===== src/rtl/apb_pkg.sv =====
// Shared types and defaults for the multi-requester APB master.
package apb_pkg;

   typedef enum logic [1:0] {
      IDLE,
      SETUP,
      ACCESS
   } apb_state_e;

   localparam int APB_DEFAULT_TIMEOUT = 256;

   // Timeout counter width; a disabled timeout still gets a 1-bit counter.
   function automatic int cnt_width(input int timeout);
      return (timeout > 0) ? $clog2(timeout + 1) : 1;
   endfunction

endpackage


===== src/rtl/apb_master_arb_if.sv =====
// APB bus bundle between the arbitrated master and the peripheral slaves.
interface apb_master_arb_if #(
   parameter int ADDR_W = 32,
   parameter int DATA_W = 32
);
   logic [ADDR_W-1:0] paddr;
   logic [DATA_W-1:0] pwdata;
   logic              pwrite;
   logic              psel;
   logic              penable;
   logic [DATA_W-1:0] prdata;
   logic              pready;
   logic              pslverr;

   modport master (
      output paddr, pwdata, pwrite, psel, penable,
      input  prdata, pready, pslverr
   );

   modport slave (
      input  paddr, pwdata, pwrite, psel, penable,
      output prdata, pready, pslverr
   );
endinterface


===== src/rtl/rr_arbiter.sv =====
// Combinational round-robin arbiter: first eligible request scanning from ptr+1 with wrap.
module rr_arbiter #(
   parameter int  NUM_REQ = 3,
   localparam int IDX_W   = $clog2(NUM_REQ)
) (
   input  logic [NUM_REQ-1:0] req,
   input  logic [NUM_REQ-1:0] mask,
   input  logic [IDX_W-1:0]   ptr,
   output logic [NUM_REQ-1:0] grant,
   output logic [IDX_W-1:0]   grant_idx,
   output logic               grant_valid
);

   logic [NUM_REQ-1:0] eligible;

   assign eligible = req & ~mask;

   always_comb begin
      grant       = '0;
      grant_idx   = '0;
      grant_valid = 1'b0;
      for (int k = 1; k <= NUM_REQ; k++) begin
         int j;
         j = (int'(ptr) + k) % NUM_REQ;
         if (!grant_valid && eligible[j]) begin
            grant_valid = 1'b1;
            grant_idx   = IDX_W'(j);
            grant[j]    = 1'b1;
         end
      end
   end

endmodule


===== src/rtl/apb_master_arb.sv =====
// Shares one APB master port between NUM_REQ requesters with round-robin grant and ACCESS timeout.
module apb_master_arb
   import apb_pkg::*;
#(
   parameter int APB_ADDR_WIDTH = 32,
   parameter int APB_DATA_WIDTH = 32,
   parameter int NUM_REQ        = 3,
   parameter int TIMEOUT_CYCLES = APB_DEFAULT_TIMEOUT
) (
   input  logic                               pclk,
   input  logic                               preset,
   input  logic [NUM_REQ-1:0]                 req_valid,
   input  logic [NUM_REQ*APB_ADDR_WIDTH-1:0]  req_addr,
   input  logic [NUM_REQ*APB_DATA_WIDTH-1:0]  req_wdata,
   input  logic [NUM_REQ-1:0]                 req_write,
   output logic [NUM_REQ-1:0]                 rsp_valid,
   output logic [APB_DATA_WIDTH-1:0]          rsp_rdata,
   output logic                               rsp_err,
   output logic                               timeout_evt,
   apb_master_arb_if.master                   apb
);

   localparam int                IDX_W    = $clog2(NUM_REQ);
   localparam int                CNT_W    = cnt_width(TIMEOUT_CYCLES);
   localparam logic [CNT_W-1:0]  CNT_LAST = CNT_W'((TIMEOUT_CYCLES > 0) ? TIMEOUT_CYCLES - 1 : 0);
   localparam logic [IDX_W-1:0]  PTR_INIT = IDX_W'(NUM_REQ - 1);

   apb_state_e                 state_reg, state_next;
   logic [IDX_W-1:0]           gnt_reg, gnt_next;
   logic [IDX_W-1:0]           ptr_reg, ptr_next;
   logic [CNT_W-1:0]           cnt_reg, cnt_next;
   logic [APB_ADDR_WIDTH-1:0]  paddr_reg, paddr_next;
   logic [APB_DATA_WIDTH-1:0]  pwdata_reg, pwdata_next;
   logic                       pwrite_reg, pwrite_next;
   logic                       psel_reg, psel_next;
   logic                       penable_reg, penable_next;
   logic [NUM_REQ-1:0]         rsp_valid_reg, rsp_valid_next;
   logic [APB_DATA_WIDTH-1:0]  rsp_rdata_reg, rsp_rdata_next;
   logic                       rsp_err_reg, rsp_err_next;
   logic                       timeout_evt_reg, timeout_evt_next;

   logic [NUM_REQ-1:0]         arb_mask;
   logic [NUM_REQ-1:0]         arb_grant;
   logic [IDX_W-1:0]           arb_idx;
   logic                       arb_valid;

   logic [APB_ADDR_WIDTH-1:0]  addr_terms  [NUM_REQ];
   logic [APB_DATA_WIDTH-1:0]  wdata_terms [NUM_REQ];
   logic [APB_ADDR_WIDTH-1:0]  sel_addr;
   logic [APB_DATA_WIDTH-1:0]  sel_wdata;
   logic                       sel_write;
   logic                       do_load;
   logic                       timeout_hit;

   // The just-served requester sits out only the back-to-back decision at completion.
   assign arb_mask = (state_reg == ACCESS) ? (NUM_REQ'(1) << gnt_reg) : '0;

   rr_arbiter #(
      .NUM_REQ (NUM_REQ)
   ) u_arb (
      .req         (req_valid),
      .mask        (arb_mask),
      .ptr         (ptr_reg),
      .grant       (arb_grant),
      .grant_idx   (arb_idx),
      .grant_valid (arb_valid)
   );

   genvar gi;
   generate
      for (gi = 0; gi < NUM_REQ; gi++) begin : g_sel
         assign addr_terms[gi]  = {APB_ADDR_WIDTH{arb_grant[gi]}} & req_addr[gi*APB_ADDR_WIDTH +: APB_ADDR_WIDTH];
         assign wdata_terms[gi] = {APB_DATA_WIDTH{arb_grant[gi]}} & req_wdata[gi*APB_DATA_WIDTH +: APB_DATA_WIDTH];
      end
   endgenerate

   always_comb begin
      sel_addr  = '0;
      sel_wdata = '0;
      for (int i = 0; i < NUM_REQ; i++) begin
         sel_addr  = sel_addr | addr_terms[i];
         sel_wdata = sel_wdata | wdata_terms[i];
      end
      sel_write = |(arb_grant & req_write);
   end

   assign timeout_hit = (TIMEOUT_CYCLES != 0) && (cnt_reg == CNT_LAST);

   always_comb begin
      state_next       = state_reg;
      gnt_next         = gnt_reg;
      ptr_next         = ptr_reg;
      cnt_next         = cnt_reg;
      paddr_next       = paddr_reg;
      pwdata_next      = pwdata_reg;
      pwrite_next      = pwrite_reg;
      psel_next        = psel_reg;
      penable_next     = penable_reg;
      rsp_valid_next   = '0;
      rsp_rdata_next   = rsp_rdata_reg;
      rsp_err_next     = rsp_err_reg;
      timeout_evt_next = 1'b0;
      do_load          = 1'b0;

      case (state_reg)
         IDLE: begin
            do_load = arb_valid;
         end
         SETUP: begin
            penable_next = 1'b1;
            cnt_next     = '0;
            state_next   = ACCESS;
         end
         ACCESS: begin
            if (apb.pready) begin
               rsp_valid_next[gnt_reg] = 1'b1;
               rsp_rdata_next          = apb.prdata;
               rsp_err_next            = apb.pslverr;
               ptr_next                = gnt_reg;
               penable_next            = 1'b0;
               psel_next               = 1'b0;
               state_next              = IDLE;
               do_load                 = arb_valid;
            end else if (timeout_hit) begin
               rsp_valid_next[gnt_reg] = 1'b1;
               rsp_rdata_next          = '0;
               rsp_err_next            = 1'b1;
               timeout_evt_next        = 1'b1;
               ptr_next                = gnt_reg;
               penable_next            = 1'b0;
               psel_next               = 1'b0;
               state_next              = IDLE;
            end else if (cnt_reg != '1) begin
               cnt_next = cnt_reg + 1'b1;
            end
         end
         default: begin
            state_next = IDLE;
         end
      endcase

      if (do_load) begin
         gnt_next     = arb_idx;
         paddr_next   = sel_addr;
         pwdata_next  = sel_wdata;
         pwrite_next  = sel_write;
         psel_next    = 1'b1;
         penable_next = 1'b0;
         state_next   = SETUP;
      end
   end

   always_ff @(posedge pclk or posedge preset) begin
      if (preset) begin
         state_reg       <= IDLE;
         gnt_reg         <= '0;
         ptr_reg         <= PTR_INIT;
         cnt_reg         <= '0;
         paddr_reg       <= '0;
         pwdata_reg      <= '0;
         pwrite_reg      <= 1'b0;
         psel_reg        <= 1'b0;
         penable_reg     <= 1'b0;
         rsp_valid_reg   <= '0;
         rsp_rdata_reg   <= '0;
         rsp_err_reg     <= 1'b0;
         timeout_evt_reg <= 1'b0;
      end else begin
         state_reg       <= state_next;
         gnt_reg         <= gnt_next;
         ptr_reg         <= ptr_next;
         cnt_reg         <= cnt_next;
         paddr_reg       <= paddr_next;
         pwdata_reg      <= pwdata_next;
         pwrite_reg      <= pwrite_next;
         psel_reg        <= psel_next;
         penable_reg     <= penable_next;
         rsp_valid_reg   <= rsp_valid_next;
         rsp_rdata_reg   <= rsp_rdata_next;
         rsp_err_reg     <= rsp_err_next;
         timeout_evt_reg <= timeout_evt_next;
      end
   end

   assign apb.paddr   = paddr_reg;
   assign apb.pwdata  = pwdata_reg;
   assign apb.pwrite  = pwrite_reg;
   assign apb.psel    = psel_reg;
   assign apb.penable = penable_reg;
   assign rsp_valid   = rsp_valid_reg;
   assign rsp_rdata   = rsp_rdata_reg;
   assign rsp_err     = rsp_err_reg;
   assign timeout_evt = timeout_evt_reg;

endmodule


===== src/flat_wrapper.sv =====
// flat-port wrapper written by rule: the top's interface ports become plain ports
module apb_master_arb_flat import apb_pkg::*;
#(
   parameter int APB_ADDR_WIDTH = 32,
   parameter int APB_DATA_WIDTH = 32,
   parameter int NUM_REQ        = 3,
   parameter int TIMEOUT_CYCLES = APB_DEFAULT_TIMEOUT
)
  (pclk, preset, req_valid, req_addr, req_wdata, req_write, rsp_valid, rsp_rdata, rsp_err, timeout_evt, apb_paddr, apb_pwdata, apb_pwrite, apb_psel, apb_penable, apb_prdata, apb_pready, apb_pslverr);
  apb_master_arb_if #(.ADDR_W((32)), .DATA_W((32))) apb_i ();
  input  logic pclk;
  input  logic preset;
  input  logic [NUM_REQ-1:0] req_valid;
  input  logic [NUM_REQ*APB_ADDR_WIDTH-1:0] req_addr;
  input  logic [NUM_REQ*APB_DATA_WIDTH-1:0] req_wdata;
  input  logic [NUM_REQ-1:0] req_write;
  output logic [NUM_REQ-1:0] rsp_valid;
  output logic [APB_DATA_WIDTH-1:0] rsp_rdata;
  output logic rsp_err;
  output logic timeout_evt;
  output wire logic [$bits(apb_i.paddr)-1:0] apb_paddr;
  output wire logic [$bits(apb_i.pwdata)-1:0] apb_pwdata;
  output wire logic [$bits(apb_i.pwrite)-1:0] apb_pwrite;
  output wire logic [$bits(apb_i.psel)-1:0] apb_psel;
  output wire logic [$bits(apb_i.penable)-1:0] apb_penable;
  input wire logic [$bits(apb_i.prdata)-1:0] apb_prdata;
  input wire logic [$bits(apb_i.pready)-1:0] apb_pready;
  input wire logic [$bits(apb_i.pslverr)-1:0] apb_pslverr;
  assign apb_paddr = apb_i.paddr;
  assign apb_pwdata = apb_i.pwdata;
  assign apb_pwrite = apb_i.pwrite;
  assign apb_psel = apb_i.psel;
  assign apb_penable = apb_i.penable;
  assign apb_i.prdata = apb_prdata;
  assign apb_i.pready = apb_pready;
  assign apb_i.pslverr = apb_pslverr;
  apb_master_arb #(.APB_ADDR_WIDTH(APB_ADDR_WIDTH), .APB_DATA_WIDTH(APB_DATA_WIDTH), .NUM_REQ(NUM_REQ), .TIMEOUT_CYCLES(TIMEOUT_CYCLES)) u_core (.pclk(pclk), .preset(preset), .req_valid(req_valid), .req_addr(req_addr), .req_wdata(req_wdata), .req_write(req_write), .rsp_valid(rsp_valid), .rsp_rdata(rsp_rdata), .rsp_err(rsp_err), .timeout_evt(timeout_evt), .apb(apb_i));
endmodule

===== config.mk =====
export PLATFORM = sky130hd
export DESIGN_NAME = apb_master_arb_flat
export DESIGN_NICKNAME = d
export VERILOG_FILES = /design/src/rtl/apb_pkg.sv /design/src/rtl/apb_master_arb_if.sv /design/src/rtl/rr_arbiter.sv /design/src/rtl/apb_master_arb.sv /design/src/flat_wrapper.sv
export SDC_FILE = /design/constraint.sdc
export NUM_CORES = 1
export LEC_CHECK = 0
export CAP_MARGIN = 20
export CORE_MARGIN = 8
export CORE_UTILIZATION = 38
export CTS_CLUSTER_SIZE = 10
export DETAILED_ROUTE_END_ITERATION = 6
export PLACE_DENSITY = 0.81
export SYNTH_ARGS = -nofsm -noshare
export SYNTH_HDL_FRONTEND = slang
export SYNTH_HIERARCHICAL = 1
export SYNTH_SLANG_ARGS = --single-unit

===== constraint.sdc =====
create_clock -name pclk -period 5.65 [get_ports pclk]
set_clock_uncertainty 0.2 [all_clocks]
set_input_delay 0.8475 -clock pclk [delete_from_list [all_inputs] [get_ports pclk]]
set_output_delay 0.8475 -clock pclk [all_outputs]
set_load 0.01 [all_outputs]

=== Word-level counts from Yosys, hierarchy flattened ===
Index checks and enable logic that the tools add are counted.

* Add/subtract/negate cells: 4
* Divide/modulo/power cells: 3
* Order comparisons: 8
* Equal/unequal tests: 9
* Shifts and indexed selects: 1
* Mux-type cells: 55
* Bitwise operators: 15
* Reduce and logical (&&, ||, !) cells: 20

{| class="wikitable"
|+ Operator list
! cell !! number
|-
| 32-bit bitwise AND || 6
|-
| 32-bit bitwise OR || 4
|-
| 32-bit by 1-bit greater-or-equal comparator with 1-bit output (second input constant) || 3
|-
| 32-bit by 4-bit less-than comparator with 1-bit output (second input constant) || 3
|-
| 32-bit by 3-bit remainder unit with 32-bit output (second input constant) || 3
|-
| 32-bit 2-to-1 mux || 2
|-
| 9-bit 2-to-1 mux || 3
|-
| 1-bit 2-to-1 mux || 24
|-
| 3-bit 2-to-1 mux || 7
|-
| 9-bit case mux with 2 select lines || 1
|-
| 2-bit 2-to-1 mux || 8
|-
| 9-bit by 1-bit adder with 9-bit output (second input constant) || 1
|-
| 9-bit by 8-bit equality test with 1-bit output (second input constant) || 1
|-
| 9-bit inequality test (second input constant) || 1
|-
| 1-bit demux with 2-bit select || 4
|-
| 2-bit AND reduction || 4
|-
| 2-bit by 2-bit adder with 3-bit output (second input constant) || 2
|-
| 3-bit bitwise AND || 2
|-
| 1-bit binary-select mux with 2-bit select || 3
|-
| 1-bit logical AND || 6
|-
| 2-bit inequality test (second input constant) || 3
|-
| 3-bit bitwise OR || 2
|-
| 2-bit case mux with 3 select lines || 1
|-
| 2-bit nonzero test || 3
|-
| other kinds (15) || 18
|}

* Bits in registers: 119
* Bits of input ports: 234
* Output and inout bits: 104

=== Depth between registers and ports, before layout ===
* Depth after elaboration: 18
* Mapped depth: 11
* Gate-level depth less buffers: 8

=== By module ===
Netlist, hierarchy kept.

{| class="wikitable"
|+ By module, submodules not included
! module !! instances !! cells an instance !! area each (um^2)
|-
| apb_master_arb || 1 || 452 || 5439.0
|-
| rr_arbiter || 1 || 41 || 355.3
|}

=== Least setup slack after synthesis ===
No wires, ideal clock.

* Kind: register -> register
* Start: register u_core.state_reg[1]
* End: register u_core.paddr_reg[0] (netlist: u_core/apb.paddr[0])
* Library setup time: 136 ps
* Arrival: 2726 ps
* Required time: 5314 ps
* Path slack: 2588 ps
* Stages on the path, launching flop included: 11
* Clock period less this slack: 3062 ps
* Cell sequence: dfrtp_1 > or2b_1 > nor3b_1 > and4bb_2 > nor3_1 > o21ai_0 > mux2_4 > clkbuf_1 > clkbuf_1 > a222oi_1 > mux2i_1

* Word-level cells in the longest chain between the ends: 17

{| class="wikitable"
|+ Ends and longest elaborated chain
! element !! line !! text
|-
| start: declaration || apb_master_arb.sv:28 || <nowiki>apb_state_e state_reg, state_next;</nowiki>
|-
| start signal: assignment || apb_master_arb.sv:169 || <nowiki>state_reg <= state_next;</nowiki>
|-
| 2-bit equality test * || apb_master_arb.sv:56 || <nowiki>assign arb_mask = (state_reg == ACCESS) ? (NUM_REQ'(1) << gnt_reg) : '0;</nowiki>
|-
| 3-bit 2-to-1 mux * || apb_master_arb.sv:56 ||
|-
| named net u_core.arb_mask[1] || apb_master_arb.sv:42 || <nowiki>logic [NUM_REQ-1:0] arb_mask;</nowiki>
|-
| 3-bit inverter * || rr_arbiter.sv:16 || <nowiki>assign eligible = req & ~mask;</nowiki>
|-
| 3-bit bitwise AND * || rr_arbiter.sv:16 ||
|-
| 1-bit binary-select mux with 2-bit select || rr_arbiter.sv:25 || <nowiki>if (!grant_valid && eligible[j]) begin</nowiki>
|-
| 1-bit 2-to-1 mux (not written as such) (2 in series) || rr_arbiter.sv:25 ||
|-
| 1-bit 2-to-1 mux || rr_arbiter.sv:25 ||
|-
| 1-bit logical NOT || rr_arbiter.sv:25 ||
|-
| 1-bit logical AND || rr_arbiter.sv:25 ||
|-
| 1-bit 2-to-1 mux || rr_arbiter.sv:25 ||
|-
| 1-bit logical NOT || rr_arbiter.sv:25 ||
|-
| 1-bit logical AND || rr_arbiter.sv:25 ||
|-
| 3-bit 2-to-1 mux * || rr_arbiter.sv:25 ||
|-
| named net u_core.arb_grant[0] || apb_master_arb.sv:43 || <nowiki>logic [NUM_REQ-1:0] arb_grant;</nowiki>
|-
| 32-bit bitwise AND * || apb_master_arb.sv:72 || <nowiki>assign addr_terms[gi] = {APB_ADDR_WIDTH{arb_grant[gi]}} & req_addr[gi*APB_ADDR_WIDTH +: APB_ADDR_WIDTH];</nowiki>
|-
| 32-bit bitwise OR * (2 in series) || apb_master_arb.sv:81 || <nowiki>sel_addr = sel_addr | addr_terms[i];</nowiki>
|-
| end signal: assignment || apb_master_arb.sv:173 || <nowiki>paddr_reg <= paddr_next;</nowiki>
|-
| end: declaration || apb_master_arb.sv:32 || <nowiki>logic [APB_ADDR_WIDTH-1:0] paddr_reg, paddr_next;</nowiki>
|}

Mark *: on every way through the listed nets, which the timed path passes. The rest lies on a longest branch. The select of a mux whose other input is x is not followed.
A chain may end at the register's enable or synchronous reset.

=== Worst setup path after layout ===
* Start: register u_core.state_reg[1]
* End: register u_core.pwdata_reg[21] (netlist: u_core/apb.pwdata[21])

* Word-level cells in the longest chain between the ends: 17

{| class="wikitable"
|+ Ends and longest elaborated chain
! element !! line !! text
|-
| 2-bit equality test * || apb_master_arb.sv:56 ||
|-
| 3-bit 2-to-1 mux * || apb_master_arb.sv:56 ||
|-
| named net u_core.arb_mask[1] || apb_master_arb.sv:42 ||
|-
| 3-bit inverter * || rr_arbiter.sv:16 ||
|-
| 3-bit bitwise AND * || rr_arbiter.sv:16 ||
|-
| 1-bit binary-select mux with 2-bit select || rr_arbiter.sv:25 ||
|-
| 1-bit 2-to-1 mux (not written as such) (2 in series) || rr_arbiter.sv:25 ||
|-
| 1-bit 2-to-1 mux || rr_arbiter.sv:25 ||
|-
| 1-bit logical NOT || rr_arbiter.sv:25 ||
|-
| 1-bit logical AND || rr_arbiter.sv:25 ||
|-
| 1-bit 2-to-1 mux || rr_arbiter.sv:25 ||
|-
| 1-bit logical NOT || rr_arbiter.sv:25 ||
|-
| 1-bit logical AND || rr_arbiter.sv:25 ||
|-
| 3-bit 2-to-1 mux * || rr_arbiter.sv:25 ||
|-
| named net u_core.arb_grant[0] || apb_master_arb.sv:43 ||
|-
| 32-bit bitwise AND * || apb_master_arb.sv:73 || <nowiki>assign wdata_terms[gi] = {APB_DATA_WIDTH{arb_grant[gi]}} & req_wdata[gi*APB_DATA_WIDTH +: APB_DATA_WIDTH];</nowiki>
|-
| 32-bit bitwise OR * (2 in series) || apb_master_arb.sv:82 || <nowiki>sel_wdata = sel_wdata | wdata_terms[i];</nowiki>
|-
| end signal: assignment || apb_master_arb.sv:174 || <nowiki>pwdata_reg <= pwdata_next;</nowiki>
|-
| end: declaration || apb_master_arb.sv:33 || <nowiki>logic [APB_DATA_WIDTH-1:0] pwdata_reg, pwdata_next;</nowiki>
|}

Marked as above.

==> summary.md <==
| Metric | Value |
|---|---|
| Worst setup margin | around 1.8 ns |
| Initial DRC Count | 566 |
| IO buf count | roughly 340 |
| Relative slew margins | 0.513 |
| Syn_area_per_cell | around 12 sq um |
| Syn Inst Count | about 490 |
| Core ar. | around 0.015 sq mm |
| CTS H-tree lvls | 4 |
| Hold crit path type | reg -> reg |
| Ranking of synthesized cells by area | dfrtp_1, mux2i_1, a222oi_1 |
| DRC viols | 1 |
| Syn-to-layout area delta | 71.6% |
| Flop2flop setup slack | 1.84 ns |
| Clock Latency Late Sink | approximately 0.4 ns |
| Reg2reg path depth | 8 |
| WP data arrival | between 3 and 4 ns |
| GRT Total Usage | 0.216 |
| Placement Setup Slack | 1.87 ns |
| Vias per inst | 5.42 |
| Floorplan row count | between 40 and 50 |
| Die Wd | 139 microns |
| Number of hold violations in the final report | 0 |
| RSZ-0062 raised after global routing | no |
| Final Hold Slack | 0.278 ns |
| Max FO, Critical Path | between 60 and 70 |
| Worst Setup EP | u_core/apb.pwdata[21]$_DFFE_PP0P_ |
| Pwr dens | roughly 560 mW/mm^2 |
| Ys Warns | 6 |
| EDFF count, synth | 0 |
| Leak | roughly 4.3 nW |
| Post-Route WL | between 20,000 and 25,000 microns |
| Grt ovf | 0 |
| Post-synth top cells | dfrtp_1, inv_1, mux2i_1 |
| CTS root buf | clkbuf_16 |
| Synth top area share | 0.510 |
| Nets | 1,059 |
| Hold-fix buffers, CTS | 0 |
| Share of post-route cells with drive strength above 1 | 0.0746 |
| Setup crit start | u_core/state_reg[1]$_DFFE_PP0P_ |
| Via Count | ~5,500 |
| CTS tree | built |
| Status | finished, violations left |
| Setup TNS | 0 ns |
| Crit path launch type | register |
| Yosys reg bits | roughly 120 |
| IO Count | 338 |
| Final min period | approximately 3.8 ns |
| Reg2Reg Capture Point | u_core/apb.pwdata[21]$_DFFE_PP0P_ |
| DIE AREA | 0.0195 sq mm |
| RD Place Congestion | approximately 0.86 |
| Syn Std Cell Area | about 0.0058 sq mm |
| Final clock period utilization by the worst path | 0.674 |
| R2r startpoint | u_core/state_reg[1]$_DFFE_PP0P_ |
| Number of fillers in the final layout | 1,111 |
| Top Family by Delay on Critical Path | simple AND/OR/NAND/NOR gates |
| Async set-reset flop share out of synthesis | 1.00 |
| Vias in the first global route | about 6,000 |
| Post-synth top area cell | dfrtp_1 |
| Min-delay src | u_core/apb.psel$_DFFE_PP0P_ |
| Worst path slowest cell | a222oi_1 |
| Violated checks | design-rule violations |
| Setup CP Type | reg -> reg |
| Crit-path cells | or2b_1, nor3b_1, and4bb_2, nor3_1, o21ai_0, mux2_4, a222oi_1, mux2i_1 |
| Post-CTS setup repair buffer count | 0 |
| Worst VDD drop | approximately 0.28 mV |
| Clk sinks | approximately 120 |
| Critical Path Stages | 8 |
| Initial antenna violation count | 0 |
| Mapped Nets | between 700 and 800 |
| Fmax | 263 MHz |
| Initial Utilization | 0.385 |
| First-pass DRT Iterations | 7 |
| Ys flop type | dfrtp_1 |
| Max-Cap Viols | 0 |
| Drt wl/cell | around 22 microns |
| Final setup viols | 0 |
| Leading cell type by number of instances after synthesis | dfrtp_1 |
| Die height | 139 microns |
| Cts bufs inserted | 17 |
| Reg clk slew, reported paths | about 0.050 ns |
| Synth cell types | ~50 |
| Worst path bufs/invs | 0 |
| Largest net degree at the start of global routing | just over 80 |
| Slowest Stage Delay on Critical Path | between 0.6 and 0.7 ns |
| Post-CTS Resized | 0 |
| Slew @ Worst Pin | roughly 0.73 ns |
| Number of diodes | 0 |
| Nature of the critical path endpoint | register |
| First-pass GRT wire length | approximately 33,000 microns |
| Seq/Total Area, Yosys | 0.514 |
| Clock Path Buffers | 2 |
| Fin. max-slew vios | 0 |
| Routed Antenna Nets | 0 |
| WP data required | around 5.7 ns |
| Detailed Place HPWL | 16,900 microns |
## per-stage QoR
stage	total power [mW]	cell area [sq um]	cells	util
detailed placement	4.44	9290	985	0.618
finish	5.53	9940	1019	0.661
global route	5.83	9940	1019	0.661
floorplan	3.18	5790	493	-
global placement	4.34	9290	985	0.618
CTS	5.55	9890	1017	0.658
## routing by layer
layer / global-route usage / share of wire / vias to the layer above
li1: - / - / 2532
met1: 0.240 / 0.39 / 2686
met2: 0.386 / 0.51 / 285
met3: 0.0722 / 0.086 / 21
met4: 0.0589 / 0.013 / 0
met5: 0 / 0 / -
## power by group
part / switching [mW] / total [mW] / leakage (nW) / internal [mW]
combinational: 1.46 / 2.99 / 2.47 / 1.53
sequential: 0.225 / 1.46 / 1.50 / 1.24
clock: 0.398 / 1.08 / 0.280 / 0.679
total: 2.09 / 5.53 / 4.26 / 3.44
## placed cells by master, fill, tap and decap left out, types with 2 or more instances in the layout
cell type / Yosys / layout
o31ai_1: 3 / 3
o221ai_1: 2 / 2
nor2b_1: 2 / 2
o21ai_0: 8 / 7
nand3_1: 3 / 3
mux2i_1: 68 / 68
inv_1: 77 / 76
bufinv_16: 0 / 2
and2b_2: 2 / 2
nor3_1: 5 / 5
dfrtp_1: 118 / 118
nand2_1: 8 / 8
clkinvlp_4: 0 / 4
clkinv_4: 0 / 3
nor4_4: 2 / 2
nor3b_1: 2 / 2
and4bb_2: 3 / 3
clkdlybuf4s50_1: 0 / 337
inv_6: 0 / 3
clkbuf_8: 0 / 2
nand2b_1: 6 / 6
ha_1: 7 / 7
mux2_2: 4 / 4
a21oi_1: 4 / 4
a22o_1: 32 / 32
clkbuf_16: 0 / 18
a222oi_1: 65 / 65
buf_4: 0 / 6
a21o_1: 2 / 2
nor2_1: 4 / 4
nor4b_1: 2 / 2
## layout make-up
type | instances | area [sq um] | area share
clock buffers | 20 | 457 | 0.0459
clock inverters | 12 | 143 | 0.0143
well taps | 188 | 235 | 0.0237
multi-input cells | 258 | 2360 | 0.238
flip-flops and latches | 119 | 2980 | 0.300
repair buffers | 345 | 3470 | 0.349
inverters | 77 | 292 | 0.0293
## worst min-delay path by stage
| stage | to | slack, ns | depth (start not counted) |
|---|---|---|---|
| after global routing | u_core/apb.psel$_DFFE_PP0P_ | 0.30 | 1 |
| after floorplan | u_core/cnt_reg[5]$_DFFE_PP0P_ | 0.25 | 1 |
| after global placement | u_core/cnt_reg[7]$_DFFE_PP0P_ | 0.26 | 1 |
| final | u_core/apb.psel$_DFFE_PP0P_ | 0.28 | 1 |
| after CTS | u_core/cnt_reg[7]$_DFFE_PP0P_ | 0.28 | 1 |
| after detailed placement | u_core/apb.psel$_DFFE_PP0P_ | 0.27 | 1 |
## cell families (layout without fill, tap and decap cells)
family	Yosys count	after routing	share of synthesized area
flip-flops	119	119	0.514
adder cells (fa/ha/maj)	7	7	0.0151
multiplexers	73	73	0.128
AO/OA/AOI/OAI	127	127	0.198
AND/OR/NAND/NOR	51	51	0.0656
buffers and inverters	116	454	0.0795
(Power assumes the default switching activity.)
